File: config.mk
export PLATFORM = sky130hd
export DESIGN_NAME = comparador_serial_param_flat
export DESIGN_NICKNAME = d
export VERILOG_FILES = /design/src/rtl/comparador_serial_param_if.sv /design/src/rtl/comparador_serial_param.sv /design/src/flat_wrapper.sv
export SDC_FILE = /design/constraint.sdc
export NUM_CORES = 1
export LEC_CHECK = 0
export BUFFER_PORTS_ARGS = -buffer_cell sky130_fd_sc_hd__buf_2
export CAP_MARGIN = 0
export CORE_MARGIN = 2
export CORE_UTILIZATION = 60
export CTS_CLUSTER_SIZE = 20
export DETAILED_ROUTE_END_ITERATION = 10
export GPL_ROUTABILITY_DRIVEN = 0
export PLACE_DENSITY = 0.84
export SYNTH_ARGS = -nofsm -noshare
export SYNTH_HDL_FRONTEND = slang
export SYNTH_SLANG_ARGS = --single-unit
File: constraint.sdc
create_clock -name clk -period 4.41 [get_ports clk]
set_input_delay 0.441 -clock clk [delete_from_list [all_inputs] [get_ports clk]]
set_output_delay 0.441 -clock clk [all_outputs]
set_load 0.05 [all_outputs]
File: src/rtl/comparador_serial_param_if.sv
// rtl/comparador_serial_param_if.sv - start/busy/done handshake bundle for the serial comparator
interface comparador_serial_param_if #(
  parameter int WIDTH = 8
);
  localparam int BW = $clog2(WIDTH + 1);

  // request side
  logic             start;
  logic             dir;
  logic [WIDTH-1:0] a;
  logic [WIDTH-1:0] b;

  // status and result side
  logic             busy;
  logic             done;
  logic             a_gt_b;
  logic             a_eq_b;
  logic             a_lt_b;
  logic [BW-1:0]    bits_used;

  // requester: drives operands and start, observes status/result
  modport master (
    output start, dir, a, b,
    input  busy, done, a_gt_b, a_eq_b, a_lt_b, bits_used
  );

  // comparator: consumes the request, produces status/result
  modport slave (
    input  start, dir, a, b,
    output busy, done, a_gt_b, a_eq_b, a_lt_b, bits_used
  );
endinterface

File: src/rtl/comparador_serial_param.sv
// rtl/comparador_serial_param.sv - bit-serial magnitude comparator, LSB-first or MSB-first scan
module comparador_serial_param #(
  parameter int WIDTH      = 8,
  parameter int EARLY_EXIT = 1
) (
  input  logic                    clk,
  input  logic                    rst,
  comparador_serial_param_if.slave bus
);
  localparam int KW = $clog2(WIDTH);
  localparam int BW = $clog2(WIDTH + 1);

  localparam logic [KW-1:0] K_LAST = KW'(WIDTH - 1);
  localparam logic          EE_EN  = (EARLY_EXIT != 0);

  localparam logic [0:0] S_IDLE = 1'b0;
  localparam logic [0:0] S_RUN  = 1'b1;

  localparam logic [1:0] REL_EQ = 2'b00;
  localparam logic [1:0] REL_GT = 2'b01;
  localparam logic [1:0] REL_LT = 2'b10;

  logic [0:0]       state;
  logic [WIDTH-1:0] a_q;
  logic [WIDTH-1:0] b_q;
  logic             dir_q;
  logic [KW-1:0]    k;
  logic [1:0]       rel;

  logic             done_q;
  logic             gt_q;
  logic             eq_q;
  logic             lt_q;
  logic [BW-1:0]    bits_q;

  logic [KW-1:0]    pos;
  logic             bit_a;
  logic             bit_b;
  logic             differ;
  logic [1:0]       rel_next;
  logic             last_bit;
  logic             early;
  logic             complete;
  logic             accept;

  // Per-edge step of the folded comparison network: pick the bit under scan and update the relation
  always_comb begin
    pos      = dir_q ? (K_LAST - k) : k;
    bit_a    = a_q[pos];
    bit_b    = b_q[pos];
    differ   = bit_a ^ bit_b;
    rel_next = rel;
    if (dir_q) begin
      // MSB first: the first difference decides, later bits cannot change it
      if ((rel == REL_EQ) && differ) begin
        rel_next = bit_a ? REL_GT : REL_LT;
      end
    end else begin
      // LSB first: every difference overrides, so the most significant one wins
      if (differ) begin
        rel_next = bit_a ? REL_GT : REL_LT;
      end
    end
    last_bit = (k == K_LAST);
    early    = dir_q && EE_EN && (rel == REL_EQ) && differ;
    complete = (state == S_RUN) && (last_bit || early);
    accept   = (state == S_IDLE) && bus.start;
  end

  // Sequencer: latch the request on accept, then walk one bit per clock until completion
  always_ff @(posedge clk) begin
    if (rst) begin
      state <= S_IDLE;
      a_q   <= '0;
      b_q   <= '0;
      dir_q <= 1'b0;
      k     <= '0;
      rel   <= REL_EQ;
    end else begin
      case (state)
        S_IDLE: begin
          if (accept) begin
            a_q   <= bus.a;
            b_q   <= bus.b;
            dir_q <= bus.dir;
            k     <= '0;
            rel   <= REL_EQ;
            state <= S_RUN;
          end
        end
        S_RUN: begin
          rel <= rel_next;
          if (complete) begin
            state <= S_IDLE;
          end else begin
            k <= k + 1'b1;
          end
        end
        default: state <= S_IDLE;
      endcase
    end
  end

  // Result registers: load only on completion so the display side sees a stable value between results
  always_ff @(posedge clk) begin
    if (rst) begin
      done_q <= 1'b0;
      gt_q   <= 1'b0;
      eq_q   <= 1'b1;
      lt_q   <= 1'b0;
      bits_q <= '0;
    end else begin
      done_q <= complete;
      if (complete) begin
        gt_q   <= (rel_next == REL_GT);
        eq_q   <= (rel_next == REL_EQ);
        lt_q   <= (rel_next == REL_LT);
        bits_q <= BW'(k) + BW'(1);
      end
    end
  end

  assign bus.busy      = (state == S_RUN);
  assign bus.done      = done_q;
  assign bus.a_gt_b    = gt_q;
  assign bus.a_eq_b    = eq_q;
  assign bus.a_lt_b    = lt_q;
  assign bus.bits_used = bits_q;

endmodule

File: src/flat_wrapper.sv
// flat-port wrapper written by rule: the top's interface ports become plain ports
module comparador_serial_param_flat 
#(
  parameter int WIDTH      = 8,
  parameter int EARLY_EXIT = 1
)
  (clk, rst, bus_start, bus_dir, bus_a, bus_b, bus_busy, bus_done, bus_a_gt_b, bus_a_eq_b, bus_a_lt_b, bus_bits_used);
  comparador_serial_param_if #(.WIDTH(WIDTH)) bus_i ();
  input  logic clk;
  input  logic rst;
  input wire logic [$bits(bus_i.start)-1:0] bus_start;
  input wire logic [$bits(bus_i.dir)-1:0] bus_dir;
  input wire logic [$bits(bus_i.a)-1:0] bus_a;
  input wire logic [$bits(bus_i.b)-1:0] bus_b;
  output wire logic [$bits(bus_i.busy)-1:0] bus_busy;
  output wire logic [$bits(bus_i.done)-1:0] bus_done;
  output wire logic [$bits(bus_i.a_gt_b)-1:0] bus_a_gt_b;
  output wire logic [$bits(bus_i.a_eq_b)-1:0] bus_a_eq_b;
  output wire logic [$bits(bus_i.a_lt_b)-1:0] bus_a_lt_b;
  output wire logic [$bits(bus_i.bits_used)-1:0] bus_bits_used;
  assign bus_i.start = bus_start;
  assign bus_i.dir = bus_dir;
  assign bus_i.a = bus_a;
  assign bus_i.b = bus_b;
  assign bus_busy = bus_i.busy;
  assign bus_done = bus_i.done;
  assign bus_a_gt_b = bus_i.a_gt_b;
  assign bus_a_eq_b = bus_i.a_eq_b;
  assign bus_a_lt_b = bus_i.a_lt_b;
  assign bus_bits_used = bus_i.bits_used;
  comparador_serial_param #(.WIDTH(WIDTH), .EARLY_EXIT(EARLY_EXIT)) u_core (.clk(clk), .rst(rst), .bus(bus_i));
endmodule
==> flow_summary.ini <==
[sta]
fin_crit_sh_pct = 59.2
hold_violations = 0
rsz0062_at_grt = false
slew_headroom_pct = 27.9
finalClockSkew_ns = 0.0160
fmax_mhz = 383
fin_crit_ns = 2.61
setup_viol_count_final = 0
tightest_slew_ns = 1.08
final_max_slew_viol_count = 0
setup_tns_ns = 0

[synthesis]
syn_nets = 222
synth.most_common_cell = nand2_1
yosysSeqAreaShare_pct = 35.0
synthXorXnorAreaFrac_pct = 1.55
synth_top_family_by_area = compound AO/OA/AOI/OAI gates
synth_area_leaders = dfxtp_1 35%, nand2_1 8.7%, a21oi_1 6.5%
ys_types = 51
synth_warnings = 0
synth_top_flop_cell = dfxtp_1
synthAdderAreaFrac_pct = 1.41
synth.cells.most_frequent = 41 x nand2_1, 31 x dfxtp_1, 23 x a21oi_1
synth_async_sr_flop_share_pct = 0
synth_area_mm2 = 0.00177
synth_seq_cells = 31
synth.avg_cell_area_um2 = 8.86
synth_compound_area_share_pct = 25.4
yosys.area_share.simple_pct = 25.3
synth_edf_count = 0
muxShareOfSynthArea_pct = 6.29
synth_area_leader_cell = dfxtp_1
syn_inst = 200
synth_top_area_share_pct = 35.0

[route]
drt-total-wl_um = 3510
ant_nets = 0
firstDrtPassIters = 4
route.detailed.drc = 0
drt_iter0_drc = 47
wl_per_cell_um = 13.9
vias_per_cell = 5.81
vias = 1471

[clock_network]
insertion_delay_ns = 0.34
cts_buffers = 5
clock-sinks = 31
clk_pin_slew_ns = 0.09
cts_hold_buffers = 0
htree_levels = 2
cts_tree = done
cts_setup_buffers = 0
cts.path.max_buffers = 2
cts_root_buffer = clkbuf_4
cts_resized = 0

[floorplanning]
io_pins = 29
initial_core_util_pct = 63.7
die-area_mm2 = 0.00340
die_w_um = 58.3
fp.dieH_um = 58.3
rows = 19
coreArea_mm2 = 0.00278

[critical_path]
worstSetupEndpointType = flop
r2r_slack_ns = 1.80
critPathKind = flop to flop
required_ns = 4.68
worst-path-max-fanout = 22
start_kind = flop
cp.arrival_ns = 2.88

[grt]
first_global_vias = 1327
grt_max_degree = 36
grt-ovfl-total = 0
antenna_found_initial = 0
gr-usage-all-layers_pct = 23.4
grt_pass1_wl_um = 5960

[hold_path]
hp-class = primary input to flop

[power]
p_seq_share_pct = 52.6
p_switching_uw = 184
power_leakage_uw = 0.000699
p_int_uw = 410
switching_share_pct = 31.0
power.share.clock_pct = 26.4
p_per_area_mw_per_mm2 = 309
comb_power_share_pct = 21.0
ir_drop_uv = 269

[place]
placed_area_mm2 = 0.00187
post-place-cells = 245
port_buffers = 28
hpwl_um = 2500

[finish]
drive_gt1_share_pct = 24.3
antenna_cells_inserted = 0
final_cells = 253
area_growth_pct = 8.47
seq_area_um2 = 621
fin_area_mm2 = 0.00192
fill_cells = 240
multi_input_area_mm2 = 0.00106
nets = 243

[job]
drv_cap = 0

[status]
status = finished, final reports clean
-- flip-flops by register name, summed over array words and instances (netlist names), 2 cells and up --
signal                count
u_core.b_q                8
u_core.bus.bits_used      4
u_core.a_q                8
u_core.k                  3
u_core.rel                2
-- cells in the final DEF (no fill, tap or decap), types with 3 or more instances in the layout --
cell | Yosys | layout
a21oi_1 | 23 | 23
nand2b_1 | 11 | 11
dfxtp_1 | 31 | 31
nor2b_1 | 3 | 3
clkbuf_4 | 0 | 5
buf_2 | 0 | 28
nor2_1 | 3 | 3
o22ai_1 | 4 | 4
nand2_1 | 41 | 41
nor3b_1 | 5 | 5
mux2i_1 | 10 | 10
o21a_1 | 5 | 5
nand3_1 | 4 | 4
-- power by group through the flow --
stage	clock, µW	combinational, µW	sequential, µW
global placement	0	120	317
floorplan	0	108	312
CTS	159	125	312
global route	175	137	315
finish	157	125	313
detailed placement	0	125	318
-- per-stage QoR --
step           worst slack (ns)  hold WS (ns)  utilization, %  power (µW)
2_1_floorplan              2.36         0.433               -         421
3_3_place_gp               1.95         0.447            67.3         437
3_5_place_dp               1.81         0.452            67.3         443
4_1_cts                    1.79         0.326            69.1         597
5_1_grt                    1.59         0.326            69.1         627
6_report                   1.80         0.332            69.1         594
-- path summary, 6_finish.rpt --
kind,start,end,cells past startpoint
worst max-delay path,u_core.dir_q$_SDFFE_PP0P_,u_core.bus.bits_used[0]$_SDFFE_PP0P_,7
worst min-delay path,bus_a[4],u_core.a_q[4]$_SDFFE_PP0P_,3
worst max register to register,u_core.dir_q$_SDFFE_PP0P_,u_core.bus.bits_used[0]$_SDFFE_PP0P_,7
worst min register to register,u_core.a_q[2]$_SDFFE_PP0P_,u_core.a_q[2]$_SDFFE_PP0P_,2
-- cell type report --
cell class / count / area share, %
timing repair buffer: 28 / 7.29
tap: 31 / 2.02
clock buffer: 7 / 2.34
multi-input combinational: 152 / 55.2
sequential: 31 / 32.3
clock inverter: 1 / 0.260
inverter: 3 / 0.586
-- routing by layer --
layer  up-vias  track usage (%)  share of wire [%]
met5         -                0                  0
met4         0             11.6                1.2
met3         5             5.49                4.4
met2        34             37.2                 50
met1       685             29.7                 45
li1        747                -                  -
-- critical path, stage by stage (launching register included) --
cell and delay, ns:
dfxtp_1 0.75, and3b_4 0.29, or2_4 0.24, a221oi_4 0.32, a41oi_4 0.11, xor2_4 0.24, o21ai_4 0.35, mux2i_1 0.23
-- cells by family (layout without fill, tap and decap cells) --
group / count (synthesis) / in the layout
multiplexers: 11 / 11
XOR/XNOR: 1 / 1
flip-flops: 31 / 31
buffers and inverters: 17 / 39
AO/OA/AOI/OAI: 55 / 55
adder cells (fa/ha/maj): 2 / 2
AND/OR/NAND/NOR: 83 / 83
Power figures use the tool's default switching activity.
